--- config.mk ---
export PLATFORM = sky130hd
export DESIGN_NAME = bf8b_mem_flat
export DESIGN_NICKNAME = d
export VERILOG_FILES = /design/src/rtl/bf8b_mem_if.sv /design/src/rtl/bf8b_mem.sv /design/src/flat_wrapper.sv
export SDC_FILE = /design/constraint.sdc
export NUM_CORES = 2
export LEC_CHECK = 0
export ABC_AREA = 1
export BUFFER_PORTS_ARGS = -buffer_cell sky130_fd_sc_hd__buf_4
export CAP_MARGIN = 40
export CELL_PAD_IN_SITES_DETAIL_PLACEMENT = 0
export CELL_PAD_IN_SITES_GLOBAL_PLACEMENT = 2
export CORE_UTILIZATION = 43
export DETAILED_ROUTE_END_ITERATION = 10
export GPL_ROUTABILITY_DRIVEN = 0
export PLACE_DENSITY = 0.78
export SETUP_SLACK_MARGIN = 0.02
export SKIP_LAST_GASP = 1
export SLEW_MARGIN = 20
export SYNTH_ARGS = -nofsm -noshare
export SYNTH_HDL_FRONTEND = slang
export SYNTH_SLANG_ARGS = --single-unit
--- constraint.sdc ---
create_clock -name clk -period 4.3 [get_ports clk]
set_input_delay 0.215 -clock clk [delete_from_list [all_inputs] [get_ports clk]]
set_output_delay 0.215 -clock clk [all_outputs]
set_load 0.01 [all_outputs]
--- src/rtl/bf8b_mem_if.sv ---
// rtl/bf8b_mem_if.sv - CPU bus, boot-load port and console byte streams of bf8b_mem
interface bf8b_mem_if;
    logic [7:0] cpu_addr;
    logic       cpu_we;
    logic [7:0] cpu_wdata;
    logic [7:0] cpu_rdata;
    logic       load_we;
    logic [7:0] load_addr;
    logic [7:0] load_data;
    logic [7:0] tx_data;
    logic       tx_valid;
    logic       tx_ready;
    logic [7:0] rx_data;
    logic       rx_valid;
    logic       rx_ready;

    modport master (
        output cpu_addr, cpu_we, cpu_wdata, load_we, load_addr, load_data,
        output tx_ready, rx_data, rx_valid,
        input  cpu_rdata, tx_data, tx_valid, rx_ready
    );

    modport slave (
        input  cpu_addr, cpu_we, cpu_wdata, load_we, load_addr, load_data,
        input  tx_ready, rx_data, rx_valid,
        output cpu_rdata, tx_data, tx_valid, rx_ready
    );
endinterface

--- src/rtl/bf8b_mem.sv ---
// rtl/bf8b_mem.sv - 256-byte memory responder with MMIO console TX/RX byte FIFOs
module bf8b_fifo #(
    parameter int DEPTH = 4
) (
    input  logic       clk,
    input  logic       rst,
    input  logic       push_i,
    input  logic [7:0] push_data_i,
    input  logic       pop_i,
    output logic [7:0] head_o,
    output logic       full_o,
    output logic       empty_o
);
    localparam int PW = $clog2(DEPTH);
    localparam logic [PW:0]   FULL_CNT = (PW+1)'(DEPTH);
    localparam logic [PW-1:0] PTR_ONE  = PW'(1);
    localparam logic [PW:0]   CNT_ONE  = (PW+1)'(1);

    logic [7:0]    mem_q [DEPTH];
    logic [PW-1:0] wr_ptr_q, wr_ptr_d;
    logic [PW-1:0] rd_ptr_q, rd_ptr_d;
    logic [PW:0]   count_q, count_d;
    logic          do_push, do_pop;

    // A push into a full FIFO is dropped even when a pop happens the same cycle.
    assign full_o  = (count_q == FULL_CNT);
    assign empty_o = (count_q == '0);
    assign do_push = push_i && !full_o;
    assign do_pop  = pop_i && !empty_o;
    assign head_o  = mem_q[rd_ptr_q];

    always_comb begin
        wr_ptr_d = wr_ptr_q;
        rd_ptr_d = rd_ptr_q;
        count_d  = count_q;
        if (do_push) wr_ptr_d = wr_ptr_q + PTR_ONE;
        if (do_pop)  rd_ptr_d = rd_ptr_q + PTR_ONE;
        if (do_push && !do_pop)      count_d = count_q + CNT_ONE;
        else if (!do_push && do_pop) count_d = count_q - CNT_ONE;
    end

    always_ff @(posedge clk) begin
        if (rst) begin
            wr_ptr_q <= '0;
            rd_ptr_q <= '0;
            count_q  <= '0;
        end else begin
            wr_ptr_q <= wr_ptr_d;
            rd_ptr_q <= rd_ptr_d;
            count_q  <= count_d;
        end
    end

    always_ff @(posedge clk) begin
        if (do_push) mem_q[wr_ptr_q] <= push_data_i;
    end
endmodule

module bf8b_mem #(
    parameter logic [7:0] MMIO_BASE = 8'hFD,
    parameter int         TX_DEPTH  = 4,
    parameter int         RX_DEPTH  = 4
) (
    input logic       clk,
    input logic       rst,
    bf8b_mem_if.slave bus
);
    localparam logic [7:0] ADDR_STATUS = MMIO_BASE;
    localparam logic [7:0] ADDR_RX     = MMIO_BASE + 8'd1;
    localparam logic [7:0] ADDR_TX     = MMIO_BASE + 8'd2;

    logic [7:0] ram_q [256];
    logic [7:0] cpu_rdata_q, cpu_rdata_d;
    logic       tx_ovf_q, tx_ovf_d;

    logic       is_status, is_rx, is_tx, is_ram;
    logic       cpu_wr, load_wr;
    logic       tx_push, tx_pop, rx_push, rx_pop;
    logic [7:0] tx_head, rx_head;
    logic       tx_full, tx_empty, rx_full, rx_empty;

    assign is_status = (bus.cpu_addr == ADDR_STATUS);
    assign is_rx     = (bus.cpu_addr == ADDR_RX);
    assign is_tx     = (bus.cpu_addr == ADDR_TX);
    assign is_ram    = !(is_status || is_rx || is_tx);

    // The boot loader owns the cycle: a colliding CPU write loses all its effects.
    assign cpu_wr  = bus.cpu_we && !bus.load_we;
    assign load_wr = bus.load_we && (bus.load_addr < MMIO_BASE);

    assign tx_push = cpu_wr && is_tx;
    assign tx_pop  = bus.tx_valid && bus.tx_ready;
    assign rx_push = bus.rx_valid && bus.rx_ready;
    assign rx_pop  = cpu_wr && is_rx;

    bf8b_fifo #(.DEPTH(TX_DEPTH)) u_tx_fifo (
        .clk         (clk),
        .rst         (rst),
        .push_i      (tx_push),
        .push_data_i (bus.cpu_wdata),
        .pop_i       (tx_pop),
        .head_o      (tx_head),
        .full_o      (tx_full),
        .empty_o     (tx_empty)
    );

    bf8b_fifo #(.DEPTH(RX_DEPTH)) u_rx_fifo (
        .clk         (clk),
        .rst         (rst),
        .push_i      (rx_push),
        .push_data_i (bus.rx_data),
        .pop_i       (rx_pop),
        .head_o      (rx_head),
        .full_o      (rx_full),
        .empty_o     (rx_empty)
    );

    assign bus.tx_valid  = !tx_empty;
    assign bus.tx_data   = tx_empty ? 8'h00 : tx_head;
    assign bus.rx_ready  = !rx_full;
    assign bus.cpu_rdata = cpu_rdata_q;

    always_comb begin
        cpu_rdata_d = ram_q[bus.cpu_addr];
        if (is_status)  cpu_rdata_d = {5'b0, tx_ovf_q, tx_full, !rx_empty};
        else if (is_rx) cpu_rdata_d = rx_empty ? 8'h00 : rx_head;
        else if (is_tx) cpu_rdata_d = 8'h00;
    end

    always_comb begin
        tx_ovf_d = tx_ovf_q;
        if (cpu_wr && is_status) tx_ovf_d = 1'b0;
        if (tx_push && tx_full)  tx_ovf_d = 1'b1;
    end

    always_ff @(posedge clk) begin
        if (rst) begin
            cpu_rdata_q <= 8'h00;
            tx_ovf_q    <= 1'b0;
        end else begin
            cpu_rdata_q <= cpu_rdata_d;
            tx_ovf_q    <= tx_ovf_d;
        end
    end

    // Loading must work while the CPU sits in reset; only CPU writes honour rst.
    always_ff @(posedge clk) begin
        if (load_wr) begin
            ram_q[bus.load_addr] <= bus.load_data;
        end else if (!rst && cpu_wr && is_ram) begin
            ram_q[bus.cpu_addr] <= bus.cpu_wdata;
        end
    end
endmodule

--- src/flat_wrapper.sv ---
// flat-port wrapper written by rule: the top's interface ports become plain ports
module bf8b_mem_flat 
#(
    parameter logic [7:0] MMIO_BASE = 8'hFD,
    parameter int         TX_DEPTH  = 4,
    parameter int         RX_DEPTH  = 4
)
  (clk, rst, bus_cpu_addr, bus_cpu_we, bus_cpu_wdata, bus_load_we, bus_load_addr, bus_load_data, bus_tx_ready, bus_rx_data, bus_rx_valid, bus_cpu_rdata, bus_tx_data, bus_tx_valid, bus_rx_ready);
  bf8b_mem_if bus_i ();
  input logic clk;
  input logic rst;
  input wire logic [$bits(bus_i.cpu_addr)-1:0] bus_cpu_addr;
  input wire logic [$bits(bus_i.cpu_we)-1:0] bus_cpu_we;
  input wire logic [$bits(bus_i.cpu_wdata)-1:0] bus_cpu_wdata;
  input wire logic [$bits(bus_i.load_we)-1:0] bus_load_we;
  input wire logic [$bits(bus_i.load_addr)-1:0] bus_load_addr;
  input wire logic [$bits(bus_i.load_data)-1:0] bus_load_data;
  input wire logic [$bits(bus_i.tx_ready)-1:0] bus_tx_ready;
  input wire logic [$bits(bus_i.rx_data)-1:0] bus_rx_data;
  input wire logic [$bits(bus_i.rx_valid)-1:0] bus_rx_valid;
  output wire logic [$bits(bus_i.cpu_rdata)-1:0] bus_cpu_rdata;
  output wire logic [$bits(bus_i.tx_data)-1:0] bus_tx_data;
  output wire logic [$bits(bus_i.tx_valid)-1:0] bus_tx_valid;
  output wire logic [$bits(bus_i.rx_ready)-1:0] bus_rx_ready;
  assign bus_i.cpu_addr = bus_cpu_addr;
  assign bus_i.cpu_we = bus_cpu_we;
  assign bus_i.cpu_wdata = bus_cpu_wdata;
  assign bus_i.load_we = bus_load_we;
  assign bus_i.load_addr = bus_load_addr;
  assign bus_i.load_data = bus_load_data;
  assign bus_i.tx_ready = bus_tx_ready;
  assign bus_i.rx_data = bus_rx_data;
  assign bus_i.rx_valid = bus_rx_valid;
  assign bus_cpu_rdata = bus_i.cpu_rdata;
  assign bus_tx_data = bus_i.tx_data;
  assign bus_tx_valid = bus_i.tx_valid;
  assign bus_rx_ready = bus_i.rx_ready;
  bf8b_mem #(.MMIO_BASE(MMIO_BASE), .TX_DEPTH(TX_DEPTH), .RX_DEPTH(RX_DEPTH)) u_core (.clk(clk), .rst(rst), .bus(bus_i));
endmodule
# After elaboration in Yosys (flattened, before gate mapping)
# Memory sizes are Yosys's and may differ from the RTL's. A register that Yosys moved wholly into a read port is not among the register bits.
# Cells that the tools add are included.
[totals] reg_bits=23 mem_bits_rw=2112 inputBits=46 out_inout_bits=18 mem_count=3
[classes] n_addsub=8 magnitude_cmp=1 eq_ne=5 muxes=27 n_reduce_logical=38
[mem_list] memory="u_core.ram_q" words=256 width=8 read_ports=1 rd_clocked_by_memory_dff=0 write_ports=1 line="bf8b_mem.sv:72" text="logic [7:0] ram_q [256];"
[mem_list] memory="u_core.u_rx_fifo.mem_q" words=4 width=8 read_ports=1 rd_clocked_by_memory_dff=1 write_ports=1 line="bf8b_mem.sv:19" text="logic [7:0] mem_q [DEPTH];"
[mem_list] memory="u_core.u_tx_fifo.mem_q" words=4 width=8 read_ports=1 rd_clocked_by_memory_dff=1 write_ports=1 line="bf8b_mem.sv:19"
[ops] operator="$mux W8" count=6
[ops] operator="$eq A8 B8 Y1 const B" count=3
[ops] operator="$logic_and A1 B1 Y1" count=18
[ops] operator="$mux W3" count=5
[ops] operator="$mux W1" count=12
[ops] operator="$logic_not A1 Y1" count=11
[ops] operator="$add A2 B1 Y2 const B" count=4
[ops] operator="$lt A8 B8 Y1 const B" count=1
[ops] operator="$mux W2" count=4
[ops] operator="$reduce_or A8 Y1" count=1
[ops] operator="$add A3 B1 Y3 const B" count=2
[ops] operator="$eq A3 B3 Y1 const B" count=2
[ops] operator="$logic_not A3 Y1" count=2
[ops] operator="$reduce_bool A2 Y1" count=3
[ops] operator="$sub A3 B1 Y3 const B" count=2
[ops] operator="$logic_or A1 B1 Y1" count=2
[ops] operator="$reduce_or A2 Y1" count=1

# Depth between registers and ports, before layout
[logic_depth] word_depth=10 ltp_mapped=19 depth_no_buf=15

# Hierarchy
# From an unflattened synthesis, not the netlist that was laid out.
[hier_totals] hier_cells=8259 area_unflattened_um2=89585.9
[by_module_without_submodules] mod="bf8b_mem" n_inst=1 cells_per_inst=7967 area_per_inst_um2=86215.2
[by_module_without_submodules] mod="bf8b_fifo" n_inst=2 cells_per_inst=146 area_per_inst_um2=1685.4

# Worst setup path after synthesis
# OpenSTA, ideal clock, no wires.
[synth_timing] path_kind="input to register" start="input port bus_cpu_addr[5]" end="memory u_core.ram_q[0][0] (data pin)" setup_ns=0.556 arrival_ns=2.774 required_time_ns=3.744 slack_ns=0.970 path_stages=7 path_buffers=2 path_cell_list="buf_4 -> nand4_1 -> nor2_2 -> nand2_2 -> nand3_4 -> buf_6 -> mux2_2"
[synth_via] elab_chain_cells=10 word_cells_on_any_way=12 cone_classes="eq/ne: 3; mux: 4; reduce/logical: 5"
[synth_lines] element="start, declared" line="flat_wrapper.sv:12" text="input wire logic [$bits(bus_i.cpu_addr)-1:0] bus_cpu_addr;"
[synth_lines] element="$eq A8 B8 Y1 (on tied branches)" line="bf8b_mem.sv:82, bf8b_mem.sv:83"
[synth_lines] element="$logic_or A1 B1 Y1" line="bf8b_mem.sv:85" text="assign is_ram = !(is_status || is_rx || is_tx);"
[synth_lines] element="$logic_or A1 B1 Y1 *" line="bf8b_mem.sv:85"
[synth_lines] element="$logic_not A1 Y1 *" line="bf8b_mem.sv:85"
[synth_lines] element="$logic_and A1 B1 Y1 *" line="bf8b_mem.sv:150" text="end else if (!rst && cpu_wr && is_ram) begin"
[synth_lines] element="$mux W1 *" line="bf8b_mem.sv:150"
[synth_lines] element="$mux W1 *" line="bf8b_mem.sv:148" text="if (load_wr) begin"
[synth_lines] element="$mux W1 (not written as such) *" line="bf8b_mem.sv:151" text="ram_q[bus.cpu_addr] <= bus.cpu_wdata;"
[synth_lines] element="$reduce_or A8 Y1 (no line) *"
[synth_lines] element="$mux W8 (no line) *"
[synth_lines] element="end, declared" line="bf8b_mem.sv:72"
# Every way passes the cells marked *; elsewhere a longest branch is shown, timed or not.

# Final worst setup path
[layout_timing] start="input port bus_cpu_addr[0]" end="register u_core.cpu_rdata_q[0], in the netlist u_core.bus.cpu_rdata[0]"
[layout_via] elab_chain_cells=4 word_cells_on_any_way=7 cone_classes="eq/ne: 3; mux: 3; memory: 1"
[layout_lines] element="$mem_v2 Z256 W8 / $eq A8 B8 Y1 (equally long branches)"
[layout_lines] element="$mux W8" line="bf8b_mem.sv:127" text="else if (is_tx) cpu_rdata_d = 8'h00;"
[layout_lines] element="$mux W8" line="bf8b_mem.sv:126" text="else if (is_rx) cpu_rdata_d = rx_empty ? 8'h00 : rx_head;"
[layout_lines] element="$mux W3 *" line="bf8b_mem.sv:125" text="if (is_status) cpu_rdata_d = {5'b0, tx_ovf_q, tx_full, !rx_empty};"
[layout_lines] element="end signal, assigned" line="bf8b_mem.sv:141" text="cpu_rdata_q <= cpu_rdata_d;"
[layout_lines] element="end, declared" line="bf8b_mem.sv:73" text="logic [7:0] cpu_rdata_q, cpu_rdata_d;"
# Marks and branches as above.
# A chain may end at the register's enable or synchronous reset.

==> impl_metrics.toml <==
[worst_setup_path]
cp.arrival_ns = 4.02
slowest_stage = "buf_4"
worstSetupPathType = "primary input to register"
worstPathRequired_ns = 5.09
path_max_fanout = 80
reg2reg_depth = 12
crit_chain = "buf_8, buf_4, nand2_2, inv_8, buf_12, nand2_1, nand4_1, nand3_1, nand2_1, nand3_1, nand3_1, nand2_1, nand2_1, nand3_1, a21oi_1"
slowest_delay_ns = 0.49
end_kind = "register"
startpoint_type = "primary input"

[logic_synthesis]
synth.cell_area_mm2 = 0.08707
yosys_most_used_dff = "edfxtp_1"
ys_warn_count = 0
async_reset_ff_share_pct = 0
syn-instance-count = 7701
synth.avg_cell_area_um2 = 11.31
ys_seq_area_share_pct = 73.46
yosysUniqueCellTypes = 40
synth_edf_count = 2112
ys_seq_elements = 2139

[detailed_routing]
drc = 0
dr.first_iter.drc_count = 6114
post_drt_via_cell_ratio = 5.348
dr_total_vias = 58390
drt_first_pass_iters = 6
routed_wl_um = 270800
antenna_left = 0
post_drt_wl_per_cell_um = 24.81

[cts]
cts_buffers = 223
path_clk_slew_ns = 0.06
cts_resized = 0
cts_max_level = 4
cts_tree = "yes"
clock_path_buffers = 3
clock_latency_ns = 0.87
cts.sinks = 2139
clock_tree.root_cell = "clkbuf_16"

[hold_path]
hold_path_depth = 2
hold_class = "primary input to register"

[global_routing]
grt_max_degree = 122
grt.overflow.total = 0
antenna_found_initial = 9
grt_util_met2_pct = 42.73
grt_pass1_wl_um = 393400
grt_use_met3_pct = 3.478
met1_usage_pct = 37.44
grt_pass1_vias = 57090
globalRouteTotalUtil_pct = 26.49
busiest_layer = "met2"

[timing]
rsz0062_at_grt = "false"
worst_slack_ns = 1.067
layout_worst_path_cycle_share_pct = 75.19
finalSetupViolCount = 0
hold_viol = 0
worst_pin_slew_ns = 0.9019
tns_ns = 0
fmax_mhz = 309.3
slew_violations = 0
clock_skew_ns = 0.01878
relSlewSlack_pct = 39.87
period_minus_slack_ns = 3.233

[placed_design]
io_buffers = 63
dp_hpwl_um = 158300
dpl_cell_area_mm2 = 0.09329
pre_cts_ws_ns = 0.1753

[die]
die_width_um = 452.0
initial_core_util_pct = 43.43
ioPinCount = 64
fp-row-count = 164
dieArea_mm2 = 0.2043
dieHeight_um = 452.0
core_area_mm2 = 0.2005

[power]
power.density_mw_per_mm2 = 453.8
ir_worst_vdd_mv = 0.3642
leakage_nw = 37.81

[layout]
nNetsFinal = 8135
stdcell_area_mm2 = 0.1007
drive_gt1_share_pct = 11.06
areaGrowthSynthToFinish_pct = 15.65
nFillCells = 17690

[flow_run]
maxCapViolCount = 0

[run_status]
outcome = "complete, no violations"
layout make-up:
| class | count | area [um2] | share of cell area, % |
|---|---|---|---|
| Multi-Input combinational cell | 5030 | 20950 | 20.80 |
| Clock inverter | 132 | 1294 | 1.285 |
| Timing Repair Buffer | 531 | 4700 | 4.667 |
| Sequential cell | 2139 | 63960 | 63.52 |
| Inverter | 152 | 610.6 | 0.6064 |
| Antenna cell | 5 | 12.51 | 0.01243 |
| Clock buffer | 273 | 5851 | 5.810 |
| Tap cell | 2656 | 3323 | 3.300 |
metrics by stage:
| stage | instances | utilization (%) | total power [W] | hold WS [ns] |
|---|---|---|---|---|
| global route | 10920 | 50.23 | 0.04698 | 0.01421 |
| detailed placement | 10490 | 46.54 | 0.02715 | 0.4179 |
| floorplan | 7724 | - | 0.02549 | 0.2841 |
| global placement | 10480 | 46.48 | 0.02712 | 0.4139 |
| CTS | 10910 | 50.21 | 0.04596 | 0.008646 |
| finish | 10920 | 50.23 | 0.04570 | 0.02396 |
cells in the final DEF (no fill, tap or decap), types with 11 or more instances in the layout:
cell type | synthesis | routed
buf_12 | 1 | 45
nand2_4 | 11 | 11
inv_1 | 136 | 134
clkinvlp_4 | 0 | 14
o21ai_0 | 52 | 52
clkbuf_16 | 0 | 225
buf_4 | 3 | 457
nand2_1 | 3375 | 3374
dfxtp_1 | 27 | 27
nor2_4 | 9 | 11
nor2_1 | 742 | 741
clkbuf_1 | 177 | 44
nand3_2 | 9 | 12
bufinv_16 | 0 | 21
clkinv_1 | 1 | 47
nand3_1 | 343 | 340
nand4_1 | 218 | 218
dlygate4sd3_1 | 0 | 22
clkinv_2 | 0 | 38
edfxtp_1 | 2112 | 2112
a21oi_1 | 166 | 166
nor3_1 | 15 | 15
conb_1 | 1 | 24
cell families (layout without fill, tap and decap cells):
kind of cell / Yosys count / count (layout) / synth area share [%]
fa+ha+maj: 12 / 12 / 0.1897
other cells: 1 / 29 / 0.004307
simple gates: 4748 / 4748 / 22.04
flops: 2139 / 2139 / 73.46
xor+xnor: 1 / 1 / 0.01006
compound gates: 237 / 237 / 1.440
mux: 8 / 8 / 0.1035
buf+inv: 555 / 1088 / 2.759
critical path, delay by kind of cell:
family / cells / cell delay (ns)
and+or+nand+nor: 10 / 2.06
buffers and inverters: 4 / 1.22
AOI/OAI and AO/OA: 1 / 0.26
path summary, 6_finish.rpt:
kind                                        startpoint                                   endpoint  slack (ns)
max reg2reg              u_core.ram_q[20][0]$_DFFE_PP_         u_core.bus.cpu_rdata[0]$_SDFF_PP0_        1.69
max                                    bus_cpu_addr[0]         u_core.bus.cpu_rdata[0]$_SDFF_PP0_        1.07
min reg2reg  u_core.u_tx_fifo.rd_ptr_q[1]$_SDFFE_PP0P_  u_core.u_tx_fifo.rd_ptr_q[1]$_SDFFE_PP0P_        0.48
min                                   bus_load_data[0]               u_core.ram_q[5][0]$_DFFE_PP_        0.02
cell usage after synthesis, types with 9 or more instances:
| library cell | n | area share [%] |
|---|---|---|
| edfxtp_1 | 2112 | 73 |
| a21oi_1 | 166 | 0.95 |
| nor2_1 | 742 | 3.2 |
| nor2_4 | 9 | 0.12 |
| clkbuf_1 | 177 | 0.76 |
| nand3_1 | 343 | 2.0 |
| inv_2 | 12 | 0.052 |
| nand2_1 | 3375 | 15 |
| nand3_2 | 9 | 0.10 |
| buf_1 | 60 | 0.26 |
| ha_1 | 10 | 0.14 |
| o21ai_0 | 52 | 0.30 |
| dfxtp_1 | 27 | 0.62 |
| nor3_1 | 15 | 0.086 |
| buf_6 | 13 | 0.17 |
| inv_1 | 136 | 0.59 |
| buf_2 | 149 | 0.86 |
| nand2_4 | 11 | 0.14 |
| nand4_1 | 218 | 1.6 |
report_power, final:
part	switching, W	total (W)	internal [W]
sequential	0.0000749	0.0232	0.0232
clock	0.00811	0.0190	0.0109
combinational	0.00261	0.00346	0.000849
total	0.0108	0.0457	0.0349
registers in the layout, summed over array words and instances, names as in the netlist, named ones only:
name and count:
u_core.ram_q 2048, u_core.u_rx_fifo.mem_q 32, u_core.u_tx_fifo.mem_q 32, u_core.bus.cpu_rdata 8, u_core.u_rx_fifo.count_q 3, u_core.u_tx_fifo.count_q 3
u_core.u_rx_fifo.rd_ptr_q 2, u_core.u_rx_fifo.wr_ptr_q 2, u_core.u_tx_fifo.rd_ptr_q 2, u_core.u_tx_fifo.wr_ptr_q 2, u_core.tx_ovf_q 1
metal layers:
metal / routed length (um) / part of all wire [%]
met1: 116600 / 43
met2: 127300 / 47
met3: 19160 / 7.1
met4: 7751 / 2.9
met5: 7 / 0.0026
timing repair:
item,CTS,global route
endpoints found under the hold margin,104,0
buffers inserted,0,0
hold buffers,22,0
(Power assumes the default switching activity.)
